**config.mk**
```make
export PLATFORM = sky130hd
export DESIGN_NAME = cache_fill_fsm
export DESIGN_NICKNAME = d
export VERILOG_FILES = /design/src/rtl/cache_fill_fsm.sv
export SDC_FILE = /design/constraint.sdc
export NUM_CORES = 1
export LEC_CHECK = 0
export ABC_AREA = 1
export CORE_MARGIN = 2
export CORE_UTILIZATION = 35
export CTS_CLUSTER_DIAMETER = 100
export DETAILED_ROUTE_END_ITERATION = 7
export GPL_ROUTABILITY_DRIVEN = 0
export PLACE_DENSITY = 0.79
export SYNTH_ARGS = -nofsm -noshare
export SYNTH_HDL_FRONTEND = slang
export SYNTH_SLANG_ARGS = --single-unit
```
**constraint.sdc**
```tcl
create_clock -name clk -period 1.16 [get_ports clk]
set_input_delay 0.174 -clock clk [delete_from_list [all_inputs] [get_ports clk]]
set_output_delay 0.174 -clock clk [all_outputs]
set_load 0.01 [all_outputs]
```
**src/rtl/cache_fill_fsm.sv**
```systemverilog
// cache_fill_fsm: fetches one cache block from main memory after a lookup miss.
// Issues one word request per cycle (no backpressure) and writes each returned
// word into the data array; the last returned word also writes the tag/valid
// entry, and the FSM then returns to IDLE.
//
// Optional feature macro: CACHE_FILL_CRITICAL_WORD_FIRST_EN
//   defined   -> requests start at the missing word and wrap within the block
//   undefined -> requests run from the block base upward
//
// Ports:
//   clk, rst_n         clock, asynchronous active-low reset
//   miss_detected      lookup missed this cycle (sampled only in IDLE)
//   miss_address       byte address of the missing access
//   fsm_busy           fill in progress (pipeline stall)
//   memory_read        word read request this cycle
//   memory_address     byte address of the current request
//   memory_data_valid  memory returns one word this cycle (in request order)
//   memory_data        returned word
//   write_data_array   write fill_data at fill_word this cycle
//   fill_data          word to write (memory_data passed through)
//   fill_word          word offset within the block for fill_data
//   write_tag_array    write tag/valid for the filled block this cycle
module cache_fill_fsm #(
  parameter int unsigned BLOCK_WORDS = 8,
  parameter int unsigned ADDR_W      = 16
) (
  input  logic                           clk,
  input  logic                           rst_n,
  input  logic                           miss_detected,
  input  logic [ADDR_W-1:0]              miss_address,
  output logic                           fsm_busy,
  output logic                           memory_read,
  output logic [ADDR_W-1:0]              memory_address,
  input  logic                           memory_data_valid,
  input  logic [15:0]                    memory_data,
  output logic                           write_data_array,
  output logic [15:0]                    fill_data,
  output logic [$clog2(BLOCK_WORDS)-1:0] fill_word,
  output logic                           write_tag_array
);

  localparam int unsigned OFF_W  = $clog2(BLOCK_WORDS);
  localparam int unsigned CNT_W  = OFF_W + 1;
  localparam int unsigned LINE_W = OFF_W + 1;

  // Byte-offset bits of a block; cleared to form the block base.
  localparam logic [ADDR_W-1:0] LINE_MASK = ADDR_W'((1 << LINE_W) - 1);
  localparam logic [CNT_W-1:0]  CNT_FULL  = CNT_W'(BLOCK_WORDS);
  localparam logic [CNT_W-1:0]  CNT_LAST  = CNT_W'(BLOCK_WORDS - 1);

  typedef enum logic {
    IDLE = 1'b0,
    FILL = 1'b1
  } state_t;

  state_t            state;
  logic [ADDR_W-1:0] base;
  logic [OFF_W-1:0]  start;
  logic [CNT_W-1:0]  issue_cnt;
  logic [CNT_W-1:0]  recv_cnt;

  logic              in_fill;
  logic [OFF_W-1:0]  miss_start;
  logic [OFF_W-1:0]  issue_idx;

  // Word offset at which a newly detected miss begins fetching.
`ifdef CACHE_FILL_CRITICAL_WORD_FIRST_EN
  assign miss_start = miss_address[OFF_W:1];
`else
  assign miss_start = '0;
`endif

  // Decode of the registered state and counters.
  assign in_fill  = (state == FILL);
  assign fsm_busy = in_fill;

  assign memory_read = in_fill && (issue_cnt < CNT_FULL);

  // Offsets wrap naturally in OFF_W bits (mod BLOCK_WORDS).
  assign issue_idx = start + issue_cnt[OFF_W-1:0];

  // base has its line bits cleared, so OR-ing the offset never carries out of the block.
  assign memory_address = base | ADDR_W'({issue_idx, 1'b0});

  assign write_data_array = in_fill && memory_data_valid && (recv_cnt < CNT_FULL);
  assign fill_word        = start + recv_cnt[OFF_W-1:0];
  assign fill_data        = memory_data;
  assign write_tag_array  = write_data_array && (recv_cnt == CNT_LAST);

  // State, latched miss context and request/return counters.
  always_ff @(posedge clk or negedge rst_n) begin
    if (!rst_n) begin
      state     <= IDLE;
      base      <= '0;
      start     <= '0;
      issue_cnt <= '0;
      recv_cnt  <= '0;
    end else begin
      case (state)
        IDLE: begin
          if (miss_detected) begin
            base      <= miss_address & ~LINE_MASK;
            start     <= miss_start;
            issue_cnt <= '0;
            recv_cnt  <= '0;
            state     <= FILL;
          end
        end
        FILL: begin
          if (memory_read) begin
            issue_cnt <= issue_cnt + CNT_W'(1);
          end
          if (write_data_array) begin
            recv_cnt <= recv_cnt + CNT_W'(1);
          end
          if (write_tag_array) begin
            state <= IDLE;
          end
        end
        default: state <= IDLE;
      endcase
    end
  end

endmodule

```
==> results.json, run 1 <==
{
  "worstPathCellList": "nor2_4 > buf_6 > nand2_2 > inv_2 > buf_6",
  "slew_violations": 0,
  "dr.first_iter.drc_count": 18,
  "wl_per_cell_um": 12.1,
  "startpoint_type": "flip-flop",
  "maxCapViolations": 0,
  "post-synth-top-area-fraction": 0.474,
  "drtAntennaViolNets": 0,
  "ys_dominant_reg_cell": "sky130_fd_sc_hd__dfrtp_1",
  "core.rowCount": 20,
  "syn_nets": 169,
  "syn-instance-count": 131,
  "finalSetupViolations": 6,
  "clk_transition_reported_paths_ps": 120,
  "tritoncts": "yes",
  "power.density_cell_area_nw_per_um2": 2600,
  "grt_max_degree": 22,
  "die_width_um": 60.3,
  "p_clk_frac": 0.085,
  "io_pins": 75,
  "synth-edff-count": 0,
  "synth.yosys.seq_area_share": 0.474,
  "failed_checks": "setup timing",
  "syn-mean-instance-area_um2": 8.46,
  "pwr-share-seq": 0.305,
  "combinationalPowerShare": 0.611,
  "max-vdd-ir-drop_mv": 1.30,
  "multi_input_area_um2": 374,
  "critical_path_buf_inv_count": 3,
  "post_route_cells_drive_above_1_share": 0.360,
  "most_prevalent_standard_cell_on_the_critical_path": "sky130_fd_sc_hd__buf_6",
  "regArea_um2": 526,
  "cts_buffers": 3,
  "critPathLaunch": "recv_cnt[3]",
  "yosys.area.top_type": "sky130_fd_sc_hd__dfrtp_1",
  "finalCoreUtilization": 0.533,
  "arrival_time_at_the_worst_endpoint_ps": 1250,
  "syn_to_final_growth_pct": 45.5,
  "p_leak_nw": 0.856,
  "switchingPower_mw": 1.65,
  "drtPass1Iterations": 4,
  "syn-cell-area_um2": 1110,
  "hold_path.class": "input port to asynchronous set/reset pin",
  "grt_pass1_vias": 973,
  "global_route.overflow_total": 0,
  "fin_cells": 219,
  "grt_util_all_layers": 0.159,
  "chipHeight_um": 60.3,
  "worst_slack_ps": -262,
  "clock.fmax_ghz": 0.703,
  "first_pass_grt_wire_length_um": 4260,
  "route.vias.total": 944,
  "r2r_setup_slack_ps": -190,
  "synth.distinct_cells": 19,
  "most_frequent_cell_after_synthesis": "sky130_fd_sc_hd__nand2_1",
  "post-route-drc-count": 0,
  "io_buffers": 37,
  "core-area_um2": 3030,
  "netlist_top_cells_count": "sky130_fd_sc_hd__nand2_1, sky130_fd_sc_hd__buf_4, sky130_fd_sc_hd__dfrtp_1",
  "clockRootBuffer": "sky130_fd_sc_hd__clkbuf_4",
  "clockBufferDepth": 2,
  "worstRegToRegCells": 8,
  "end_kind": "output pin",
  "finalHoldViolCount": 0,
  "placed_area_um2": 1440,
  "synth.top_cells.by_area": "sky130_fd_sc_hd__dfrtp_1, sky130_fd_sc_hd__nand2_1, sky130_fd_sc_hd__buf_4, sky130_fd_sc_hd__inv_1, sky130_fd_sc_hd__ha_1",
  "power_switching_share": 0.393,
  "clk-insertion-delay-late_ps": 300,
  "cts.sink_count": 21,
  "critPathKind": "flip-flop to output pin",
  "initial_core_util": 0.366,
  "finalCritPeriodShare": 1.23,
  "power_mw": 4.19,
  "synth-seq-cells": 21,
  "status": "finished with violations",
  "worst_ep_required_time_ps": 990,
  "dieArea_um2": 3630,
  "postLayoutCellArea_um2": 1610,
  "dp.final_hpwl_um": 1800,
  "p_int_mw": 2.54,
  "final_net_count": 214,
  "synthArstFlopShare": 1.00,
  "period_minus_ws_final_ps": 1420,
  "via_density": 4.31,
  "synthesis.yosys.warnings": 0,
  "cpPeakStageDelay_ps": 460,
  "reg2reg_to": "fsm_busy",
  "startpoint_of_the_most_critical_register_to_register_path": "recv_cnt[3]",
  "h_tree_depth": 1,
  "timing.critical_path.fanout_max": 3,
  "antenna_found_initial": 0,
  "wl_um": 2650,
  "dpl.cell_count": 199,
  "fillers": 278,
  "ctsHoldBuffers": 0,
  "skew_ps": 3.56,
  "critPathSlowestCell": "sky130_fd_sc_hd__dfrtp_1",
  "crit_family": "flip-flops",
  "grt_setup_unrepaired": "yes",
  "antenna_cells": 0
}
## cells in the final DEF (no fill, tap or decap)
master,netlist,layout
sky130_fd_sc_hd__a21oi_1,1,1
sky130_fd_sc_hd__a21oi_2,1,1
sky130_fd_sc_hd__buf_12,0,1
sky130_fd_sc_hd__buf_2,0,1
sky130_fd_sc_hd__buf_4,23,20
sky130_fd_sc_hd__buf_6,2,13
sky130_fd_sc_hd__clkbuf_2,0,6
sky130_fd_sc_hd__clkbuf_4,0,3
sky130_fd_sc_hd__clkdlybuf4s15_1,0,9
sky130_fd_sc_hd__clkdlybuf4s50_1,0,15
sky130_fd_sc_hd__clkinv_2,0,1
sky130_fd_sc_hd__conb_1,1,1
sky130_fd_sc_hd__dfrtp_1,21,21
sky130_fd_sc_hd__ha_1,2,1
sky130_fd_sc_hd__ha_2,0,1
sky130_fd_sc_hd__inv_1,7,2
sky130_fd_sc_hd__inv_2,1,5
sky130_fd_sc_hd__inv_4,1,2
sky130_fd_sc_hd__nand2_1,54,52
sky130_fd_sc_hd__nand2_2,2,2
sky130_fd_sc_hd__nand2_4,1,3
sky130_fd_sc_hd__nand3_1,2,2
sky130_fd_sc_hd__nand4_1,2,2
sky130_fd_sc_hd__nor2_1,5,3
sky130_fd_sc_hd__nor2_2,0,2
sky130_fd_sc_hd__nor2_4,2,2
sky130_fd_sc_hd__o21ai_0,2,1
sky130_fd_sc_hd__o21ai_1,0,1
sky130_fd_sc_hd__xnor2_1,1,1
## power by group through the flow
stage                     combinational, mW  clock [mW]  sequential (mW)
final                                  2.56       0.354             1.28
after global routing                   2.80       0.394             1.32
after CTS                              2.37       0.373             1.27
after detailed placement               2.18           0             1.28
after global placement                 2.08           0             1.27
after floorplan                        1.02           0             1.43
## sequential cells by signal, summed over array words and instances, names as in the netlist
name	count
recv_cnt	4
base	12
issue_cnt	4
fsm_busy	1
## worst max path at each step
stage | endpoint | depth (start not counted)
after detailed placement | write_tag_array | 6
after floorplan | write_tag_array | 4
final | write_tag_array | 5
after global routing | write_tag_array | 6
after global placement | write_tag_array | 6
after CTS | write_tag_array | 6
## per-layer routing
metal,vias to the layer above,GRT usage,wire length [um]
met5,-,0,0
met3,4,0.0303,128
met4,0,0.0571,23
li1,463,-,-
met1,447,0.189,1030
met2,30,0.284,1470
## through the flow
| stage | hold WS, ps | setup slack (ps) | TNS (ps) |
|---|---|---|---|
| global route | 206 | -344 | -1050 |
| global placement | 348 | -592 | -1600 |
| finish | 197 | -262 | -592 |
| floorplan | -122 | 43.0 | 0 |
| CTS | 194 | -248 | -541 |
| detailed placement | 348 | -632 | -2080 |
## kinds of logic (layout without fill, tap and decap cells)
logic type,after synthesis,count (layout),synth area share
compound gates,4,4,0.0214
xor+xnor,1,1,0.00790
fa+ha+maj,2,2,0.0226
buf+inv,34,78,0.209
flops,21,21,0.474
other cells,1,1,0.00338
simple gates,68,68,0.262
## repair_timing
item	in CTS	in global routing
gates resized for setup	73	19
buffers inserted	13	5
setup endpoints to repair	22	23
pin swaps	5	8
## layout make-up
type,instances,share of cell area
clock buffers,3,0.0140
clock inverters,1,0.00310
inverters,9,0.0240
multi-input cells,76,0.232
flip-flops and latches,21,0.326
well taps,44,0.0341
repair buffers,65,0.367
Power figures use the tool's default switching activity.
==> run 2, diff against run 1 <==
CTS_CLUSTER_SIZE = 28   (was unset)
==> results of run 2 <==
The final DEF is identical to that of run 1; final timing and power are the same.
==> run 3, diff against run 2 <==
PLACE_DENSITY = 0.84   (was 0.79)
==> run 3 against run 2 <==
The run still ends with setup timing left; non-clock buffer count unchanged; count of clock-buffer cells in the layout increased by 1; flip-flop and latch count stayed put; global-route usage decreased by 3.1 points; sequential share of layout area fell by 2.9 points; critical path depth grew 1; power up 4.4%; first-iteration DRC count is 67% lower; register-to-register slack improved by 160 ps; clock power is 5% lower; wire length down 9.1%; setup slack improved by 47 ps; critical path type unchanged; critical endpoint unchanged.
==> results.json, run 3 (synthesis gave the netlist of run 1 again) <==
{
  "syn_to_final_growth_pct": 59.6,
  "drtPass1Iterations": 3,
  "via_density": 4.21,
  "period_minus_ws_final_ps": 1380,
  "max_flop_register": "base",
  "fin_setup_tns_ps": -604,
  "dieArea_um2": 3630,
  "grt_setup_unrepaired": "yes",
  "critPathKind": "flip-flop to output pin",
  "chipHeight_um": 60.3,
  "post_route_cells_drive_above_1_share": 0.440,
  "dr.first_iter.drc_count": 6,
  "critPathSlowestCell": "sky130_fd_sc_hd__dfrtp_1",
  "wl_per_cell_um": 11.0,
  "initial_core_util": 0.366,
  "grt_pass1_vias": 852,
  "fillers": 283,
  "io_pins": 75,
  "p_int_mw": 2.70,
  "die_width_um": 60.3,
  "layout.cells.most_common": "sky130_fd_sc_hd__nand2_1",
  "pwr-share-seq": 0.291,
  "slew_violations": 0,
  "finalSetupViolations": 15,
  "combinationalPowerShare": 0.632,
  "preCtsSetupSlack_ps": -494,
  "antenna_cells": 0,
  "clockRootBuffer": "sky130_fd_sc_hd__clkbuf_4",
  "switchingPower_mw": 1.68,
  "finalCoreUtilization": 0.584,
  "clockBufferDepth": 2,
  "p_clk_frac": 0.077,
  "clock.fmax_ghz": 0.727,
  "worst_slack_ps": -215,
  "drtAntennaViolNets": 0,
  "arrival_time_at_the_worst_endpoint_ps": 1200,
  "cpPeakStageDelay_ps": 450,
  "first_pass_grt_wire_length_um": 3480,
  "core.rowCount": 20,
  "timing.critical_path.fanout_max": 3,
  "ctsHoldBuffers": 0,
  "grt_util_all_layers": 0.128,
  "placed_area_um2": 1480,
  "h_tree_depth": 1,
  "maxCapViolations": 0,
  "wl_um": 2410,
  "skew_ps": 0.848,
  "cts.sink_count": 21,
  "dpl.cell_count": 204,
  "core-area_um2": 3030,
  "io_buffers": 37,
  "clk-insertion-delay-late_ps": 290,
  "fin_cells": 219,
  "max-vdd-ir-drop_mv": 1.08,
  "largest_register_ff_count": 12,
  "route.vias.total": 922,
  "power.density_cell_area_nw_per_um2": 2470,
  "tritoncts": "yes",
  "global_route.overflow_total": 0,
  "post-route-drc-count": 0,
  "hold_path.class": "input port to asynchronous set/reset pin",
  "end_kind": "output pin",
  "worst_ep_required_time_ps": 990,
  "final_net_count": 214,
  "startpoint_type": "flip-flop",
  "grt_max_degree": 22,
  "finalHoldViolCount": 0,
  "most_prevalent_standard_cell_on_the_critical_path": "sky130_fd_sc_hd__nand2_2",
  "worstPathCellList": "inv_2 > nand2_2 > nor2_2 > nand2_2 > inv_1 > buf_2",
  "clk_transition_reported_paths_ps": 110,
  "power_switching_share": 0.384,
  "postLayoutCellArea_um2": 1770,
  "cts_buffers": 3,
  "finalCritPeriodShare": 1.19,
  "layout_common_cells": "sky130_fd_sc_hd__nand2_1, sky130_fd_sc_hd__dfrtp_1, sky130_fd_sc_hd__buf_4",
  "antenna_found_initial": 0,
  "status": "finished with violations",
  "p_leak_nw": 0.910,
  "dp.final_hpwl_um": 1570,
  "largest_registers": "base: 12 flops, issue_cnt: 4 flops, recv_cnt: 4 flops",
  "failed_checks": "setup timing"
}
run 3: power by group through the flow:
stage / clock (mW) / combinational, mW / sequential, mW
after floorplan: 0 / 1.02 / 1.43
final: 0.337 / 2.76 / 1.27
after CTS: 0.360 / 2.29 / 1.25
after detailed placement: 0 / 2.22 / 1.27
after global routing: 0.388 / 3.01 / 1.31
after global placement: 0 / 2.17 / 1.27
run 3: worst paths after layout:
path,cells after the start,endpoint,slack [ps],startpoint
setup / recovery,6,write_tag_array,-220,recv_cnt[3]
hold / removal,2,base[14],210,rst_n
max in group asynchronous,2,recv_cnt[1],740,rst_n
setup reg to reg,8,base[11],-30,fsm_busy
min in group clk,0,fill_data[13],350,memory_data[13]
hold reg to reg,2,base[12],490,base[12]
run 3: repair_timing:
item,CTS,global route
setup endpoints to repair,22,33
pin swaps,2,10
gates cloned,0,2
setup buffers,6,6
gates resized for setup,64,55
run 3: final cells by class:
class / count / area, um^2 / area share
Timing Repair Buffer: 65 / 647 / 0.366
Sequential cell: 21 / 526 / 0.297
Multi-Input combinational cell: 76 / 464 / 0.262
Tap cell: 44 / 55.1 / 0.0311
Inverter: 9 / 51.3 / 0.0290
Clock buffer: 4 / 26.3 / 0.0149
run 3: critical path: cells and delay by family (launching register included):
kind | cells | cell delay [ps]
buffers and inverters | 3 | 240
flip-flops | 1 | 450
AND/OR/NAND/NOR | 3 | 220
run 3: stage by stage:
step           hold slack, ps  power [mW]
6_report                  211        4.37
5_1_grt                   237        4.71
4_1_cts                   206        3.90
3_5_place_dp              348        3.49
3_3_place_gp              348        3.45
2_1_floorplan            -122        2.45
run 3: layer usage:
metal / track usage / vias to the layer above / part of all wire
met4: 0.0508 / 0 / 0
met2: 0.231 / 24 / 0.53
li1: - / 463 / -
met3: 0.0303 / 0 / 0.056
met5: 0 / - / 0
met1: 0.143 / 435 / 0.41
